[src/rtl/decoder_66b_64b.sv]
// Purpose : 64b/66b receive block decoder with sync-header block-lock FSM and bit-slip request.
// Latency : 1 cycle from an enable-qualified block to data_bits/control_bits/data_valid/slip/decode_error.
// Backpressure: none; one block per enable cycle, outputs, FSM and counters hold while enable is low.
//
// Ports:
//   CLK, RST            rising-edge clock, synchronous active-high reset
//   enable              block-valid strobe from the descrambler
//   encoded_data[65:0]  [1:0] sync header, [9:2] block type, [65:10] payload
//   data_bits[63:0]     decoded octets, lane n = [8n+7:8n]
//   control_bits[7:0]   per-lane control flag
//   data_valid          registered enable
//   block_lock          high while the lock FSM is LOCKED
//   slip                one-cycle bit-slip request to the gearbox
//   decode_error        one-cycle pulse when the block decoded as an error block
// Build option: define DEC66_LPI_EN to decode the all-LPI control block instead of flagging it.
module decoder_66b_64b #(
    parameter int LOCK_COUNT   = 64,
    parameter int BAD_SH_LIMIT = 16
) (
    input  logic        CLK,
    input  logic        RST,
    input  logic        enable,
    input  logic [65:0] encoded_data,
    output logic [63:0] data_bits,
    output logic [7:0]  control_bits,
    output logic        data_valid,
    output logic        block_lock,
    output logic        slip,
    output logic        decode_error
);

    localparam int GW = $clog2(LOCK_COUNT) + 1;
    localparam int BW = $clog2(BAD_SH_LIMIT) + 1;

    typedef enum logic {HUNT = 1'b0, LOCKED = 1'b1} state_t;

    state_t      r_state, w_state_nxt;
    logic [GW-1:0] r_good_cnt, w_good_nxt;
    logic [GW-1:0] r_win_cnt, w_win_nxt;
    logic [BW-1:0] r_bad_cnt, w_bad_nxt, w_bad_inc;
    logic        w_slip;

    logic [63:0] r_data;
    logic [7:0]  r_ctl;
    logic        r_vld, r_slip, r_err;

    logic [1:0]  w_hdr;
    logic [7:0]  w_btf;
    logic [55:0] w_pay;
    logic        w_sh_ok;
    logic        w_term;
    logic [3:0]  w_k;
    logic        w_idles_ok;
    logic [63:0] w_dat;
    logic [7:0]  w_ctl;
    logic        w_err;

    assign w_hdr   = encoded_data[1:0];
    assign w_btf   = encoded_data[9:2];
    assign w_pay   = encoded_data[65:10];
    assign w_sh_ok = encoded_data[1] ^ encoded_data[0];

    // True when every 7-bit char of the payload equals c (char j at [7j +: 7]).
    function automatic logic all_chars(input logic [55:0] p, input logic [6:0] c);
        logic r;
        r = 1'b1;
        for (int j = 0; j < 8; j++) begin
            if (p[7*j +: 7] != c) r = 1'b0;
        end
        return r;
    endfunction

    // Lock FSM: advances only on enable cycles.
    always_comb begin
        w_state_nxt = r_state;
        w_good_nxt  = r_good_cnt;
        w_win_nxt   = r_win_cnt;
        w_bad_nxt   = r_bad_cnt;
        w_slip      = 1'b0;
        w_bad_inc   = r_bad_cnt + {{(BW-1){1'b0}}, ~w_sh_ok};
        if (enable) begin
            case (r_state)
                HUNT: begin
                    if (w_sh_ok) begin
                        if (r_good_cnt == GW'(LOCK_COUNT - 1)) begin
                            w_state_nxt = LOCKED;
                            w_good_nxt  = '0;
                            w_win_nxt   = '0;
                            w_bad_nxt   = '0;
                        end else begin
                            w_good_nxt = r_good_cnt + 1'b1;
                        end
                    end else begin
                        w_slip     = 1'b1;
                        w_good_nxt = '0;
                    end
                end
                LOCKED: begin
                    // Loss of lock is checked before the window wrap so it wins on the last block.
                    if (w_bad_inc == BW'(BAD_SH_LIMIT)) begin
                        w_state_nxt = HUNT;
                        w_slip      = 1'b1;
                        w_good_nxt  = '0;
                        w_win_nxt   = '0;
                        w_bad_nxt   = '0;
                    end else if (r_win_cnt == GW'(LOCK_COUNT - 1)) begin
                        w_win_nxt = '0;
                        w_bad_nxt = '0;
                    end else begin
                        w_win_nxt = r_win_cnt + 1'b1;
                        w_bad_nxt = w_bad_inc;
                    end
                end
                default: w_state_nxt = HUNT;
            endcase
        end
    end

    // Terminate block types: k = number of data octets ahead of the terminate lane.
    always_comb begin
        w_term = 1'b1;
        w_k    = 4'd0;
        case (w_btf)
            8'h87:   w_k = 4'd0;
            8'h99:   w_k = 4'd1;
            8'haa:   w_k = 4'd2;
            8'hb4:   w_k = 4'd3;
            8'hcc:   w_k = 4'd4;
            8'hd2:   w_k = 4'd5;
            8'he1:   w_k = 4'd6;
            8'hff:   w_k = 4'd7;
            default: w_term = 1'b0;
        endcase
    end

    // Idle chars sit in the top of the payload, char j at [7j +: 7]; pad bits between
    // the data octets and the first idle char are don't-care.
    always_comb begin
        w_idles_ok = 1'b1;
        for (int j = 0; j < 8; j++) begin
            if ((4'(j) > w_k) && (w_pay[7*j +: 7] != 7'h00)) w_idles_ok = 1'b0;
        end
    end

    // Block decode; anything not matched below stays an error block.
    always_comb begin
        w_dat = {8{8'hfe}};
        w_ctl = 8'hff;
        w_err = 1'b1;
        if (r_state == LOCKED) begin
            if (w_hdr == 2'b10) begin
                w_dat = encoded_data[65:2];
                w_ctl = 8'h00;
                w_err = 1'b0;
            end else if (w_hdr == 2'b01) begin
                if (w_btf == 8'h1e) begin
                    if (all_chars(w_pay, 7'h00)) begin
                        w_dat = {8{8'h07}};
                        w_err = 1'b0;
                    end else if (all_chars(w_pay, 7'h1e)) begin
                        w_err = 1'b0;
`ifdef DEC66_LPI_EN
                    end else if (all_chars(w_pay, 7'h06)) begin
                        w_dat = {8{8'h06}};
                        w_err = 1'b0;
`endif
                    end
                end else if (w_btf == 8'h78) begin
                    w_dat = {w_pay, 8'hfb};
                    w_ctl = 8'h01;
                    w_err = 1'b0;
                end else if (w_term && w_idles_ok) begin
                    w_err = 1'b0;
                    for (int i = 0; i < 8; i++) begin
                        if (4'(i) < w_k) begin
                            w_dat[8*i +: 8] = w_pay[8*i +: 8];
                            w_ctl[i]        = 1'b0;
                        end else if (4'(i) == w_k) begin
                            w_dat[8*i +: 8] = 8'hfd;
                        end else begin
                            w_dat[8*i +: 8] = 8'h07;
                        end
                    end
                end
            end
        end
    end

    always_ff @(posedge CLK) begin
        if (RST) begin
            r_state    <= HUNT;
            r_good_cnt <= '0;
            r_win_cnt  <= '0;
            r_bad_cnt  <= '0;
            r_data     <= '0;
            r_ctl      <= '0;
            r_vld      <= 1'b0;
            r_slip     <= 1'b0;
            r_err      <= 1'b0;
        end else begin
            r_state    <= w_state_nxt;
            r_good_cnt <= w_good_nxt;
            r_win_cnt  <= w_win_nxt;
            r_bad_cnt  <= w_bad_nxt;
            r_vld      <= enable;
            r_slip     <= w_slip;
            r_err      <= enable & w_err;
            if (enable) begin
                r_data <= w_dat;
                r_ctl  <= w_ctl;
            end
        end
    end

    assign data_bits    = r_data;
    assign control_bits = r_ctl;
    assign data_valid   = r_vld;
    assign block_lock   = (r_state == LOCKED);
    assign slip         = r_slip;
    assign decode_error = r_err;

endmodule

[config.mk]
export PLATFORM = sky130hd
export DESIGN_NAME = decoder_66b_64b
export DESIGN_NICKNAME = d
export VERILOG_FILES = /design/src/rtl/decoder_66b_64b.sv
export SDC_FILE = /design/constraint.sdc
export NUM_CORES = 1
export LEC_CHECK = 0
export CORE_MARGIN = 4
export CORE_UTILIZATION = 44
export DETAILED_ROUTE_END_ITERATION = 10
export GPL_TIMING_DRIVEN = 0
export PLACE_DENSITY_LB_ADDON = 0.2
export SYNTH_ARGS = -nofsm -noshare
export SYNTH_HDL_FRONTEND = slang
export SYNTH_SLANG_ARGS = --single-unit
[constraint.sdc]
create_clock -name CLK -period 4.03 [get_ports CLK]
set_input_delay 0.6045 -clock CLK [delete_from_list [all_inputs] [get_ports CLK]]
set_output_delay 0.6045 -clock CLK [all_outputs]
set_load 0.01 [all_outputs]
==> impl_metrics.toml <==
[floorplan]
row_count = 38
die_x_um = 115
die_h_um = 115
dieArea_um2 = 13200
pin_count = 145
start_util_pct = 45.7
core_um2 = 11000

[pwr]
p_per_area_nw_per_um2 = 335
ir_drop_mv = 0.204
p_leak_nw = 2.41
power.total_mw = 2.31

[sta]
finalSetupViolations = 0
hold-worst-slack_ns = 0.457
layout_setup_ws_ns = 0.380
fin_crit_sh_pct = 90.6
worst_pin_slew_ns = 1.24
finClkSkew_ns = 0.00792
fin_crit_ns = 3.65
relSlewSlack_pct = 16.9
setup_tns_ns = 0
hold_viol_final = 0
rsz0062_at_grt = "false"
max_freq_ghz = 0.274
drv_slew = 0

[cts]
clk_latency_ns = 0.35
cts_tree = "yes"
htree_levels = 3
clk_pin_slew_ns = 0.07
root_buffer = "clkbuf_16"
clock-sinks = 95
numCtsBuffers = 9
cts.path.max_buffers = 2
post_cts_buffers = 0

[yosys]
synth.most_common_cell = "dfxtp_1"
synth_area_leader_cell = "dfxtp_1"
synth-async-reset-ratio_pct = 0
synth_area_leaders = "dfxtp_1 38%, o221ai_1 7.8%, a21oi_1 7.1%"
yosysSeqAreaShare_pct = 37.9
ys_seq_elements = 95
netlist_instances = 593
synth_ff_type = "dfxtp_1"
yosys.cell_types.count = 72
yosys_warnings = 0
syn_nets = 668
synth_area_um2 = 5020
yosysTopAreaCellShare_pct = 37.9
synth.avg_cell_area_um2 = 8.47
synth_edf_count = 0
ys_top_cells_by_count = "95 x dfxtp_1, 71 x a21oi_1, 65 x nand2_1"

[global_route]
grt_pass1_wl_um = 30400
grtUsageTotal_pct = 29.7
grt_max_degree = 17
antenna_found_initial = 0
gr-total-overflow = 0
grt_pass1_vias = 5467

[route]
drt.antenna.violating_nets = 0
drc = 0
wl_per_cell_um = 22.5
wl_um = 20000
viasPerCell = 6.38
first_pass_iters = 5
vias = 5666
drt_iter0_drc = 483

[setup_path]
ff2ff_path_depth = 7
r2r_start = "r_bad_cnt[0]"
crit_type = "primary input to flip-flop"
cp.arrival_ns = 3.87
reg2reg_slack_ns = 1.29
cp-end-kind = "flip-flop"
r2r-end = "r_good_cnt[0]"
startpoint_type = "primary input"
required_ns = 4.25
worstPathMaxFanout = 7

[cells_and_area]
utilization_pct = 62.9
diodes = 0
fin_nets = 818
area.growth.synth_to_final_pct = 37.5
fill_cells = 979
drive_gt1_share_pct = 8.42

[place]
dp_slack_ns = -0.118
hpwl_um = 15400
place.port_buffers = 139
gp_congestion = 0.929

[hold_path]
hp-start = "control_bits[7]"
hp-class = "flip-flop to flip-flop"
whs_path_depth = 1
hold_end = "control_bits[7]"

[outcome]
status = "finished, final reports clean"

[flow_run]
maxCapViolCount = 0
## critical path, stage by stage
cell	delay [ns]
clkdlybuf4s50_1	0.50
inv_1	0.05
ha_1	0.38
ha_1	0.25
ha_1	0.30
or4_1	0.53
o31ai_1	0.51
nand2_1	0.25
o21ai_1	0.39
nor2_1	0.10
## cells in the final DEF (no fill, tap or decap), drive strengths merged, types with 3 or more instances in the layout
cell type,instances
xnor2,3
nand3,9
or4,4
a41oi,3
inv,8
nand4,19
a22oi,4
o21a,7
ha,6
o221a,4
nor4,13
o211ai,3
nand2,66
nor4bb,5
clkbuf,37
a21o,3
xor2,5
dfxtp,95
a31oi,8
buf,14
and3,3
nor2,46
o221ai,45
nor4b,3
a21oi,71
and2,10
nor2b,13
o21ai,25
clkdlybuf4s50,139
o32ai,4
nor3,19
a211oi,9
and4bb,4
o22ai,4
nand2b,3
o31ai,3
## metrics by stage
| stage | instances | instance area (um2) |
|---|---|---|
| 6_report | 888 | 6910 |
| 4_1_cts | 888 | 6910 |
| 5_1_grt | 888 | 6910 |
| 3_3_place_gp | 872 | 6590 |
| 2_1_floorplan | 593 | 5020 |
| 3_5_place_dp | 872 | 6590 |
## report_power, final
group          switching (mW)  total [mW]  internal [mW]  leakage (nW)
combinational           0.200       0.397          0.197          1.47
clock                   0.379       0.898          0.519         0.152
sequential             0.0285        1.02          0.988         0.787
total                   0.607        2.31           1.70          2.41
## layout make-up
cell class | instances | area [um2] | area share (%)
buffer | 40 | 184 | 2.66
clock buffer | 11 | 253 | 3.66
clock inverter | 5 | 63.8 | 0.924
inverter | 7 | 26.3 | 0.381
multi-input combinational | 451 | 2910 | 42.1
sequential | 95 | 1900 | 27.5
tap | 140 | 175 | 2.54
timing repair buffer | 139 | 1390 | 20.1
## kinds of logic after synthesis
family	Yosys count	synth area share (%)
DFF	95	37.9
xor gates and xnor gates	8	1.40
AOI/OAI and AO/OA	205	29.5
muxes	3	0.623
adders and majority gates	6	1.49
and+or+nand+nor	229	25.0
buffers and inverters	47	4.19
## how the worst max path moves through the flow
stage | endpoint | cells after the start | start | slack [ns]
after floorplan | r_good_cnt[0] | 9 | encoded_data[0] | 0.93
after global placement | r_good_cnt[5] | 10 | encoded_data[0] | -0.06
after detailed placement | r_good_cnt[0] | 10 | encoded_data[0] | -0.12
after CTS | r_good_cnt[0] | 10 | encoded_data[0] | 0.24
after global routing | r_good_cnt[0] | 10 | encoded_data[0] | 0.14
final | r_good_cnt[0] | 10 | encoded_data[0] | 0.38
## sequential cells by signal, summed over array words and instances (netlist names)
signal / count
r_win_cnt: 7
decode_error: 1
data_valid: 1
control_bits: 8
r_bad_cnt: 5
r_good_cnt: 7
data_bits: 64
block_lock: 1
slip: 1
## repair_timing
item | in CTS | in global routing
gates resized for setup | 0 | 1
hold buffers | 0 | 0
endpoints found under the setup margin | 0 | 5
## metal layers
layer | up-vias | track usage, % | share of wire [%]
met5 | - | 0 | 0
met4 | 0 | 10.3 | 2.5
met3 | 36 | 5.37 | 8.2
met2 | 300 | 47.8 | 46
met1 | 2738 | 40.1 | 44
li1 | 2592 | - | -
(Power assumes the default switching activity.)
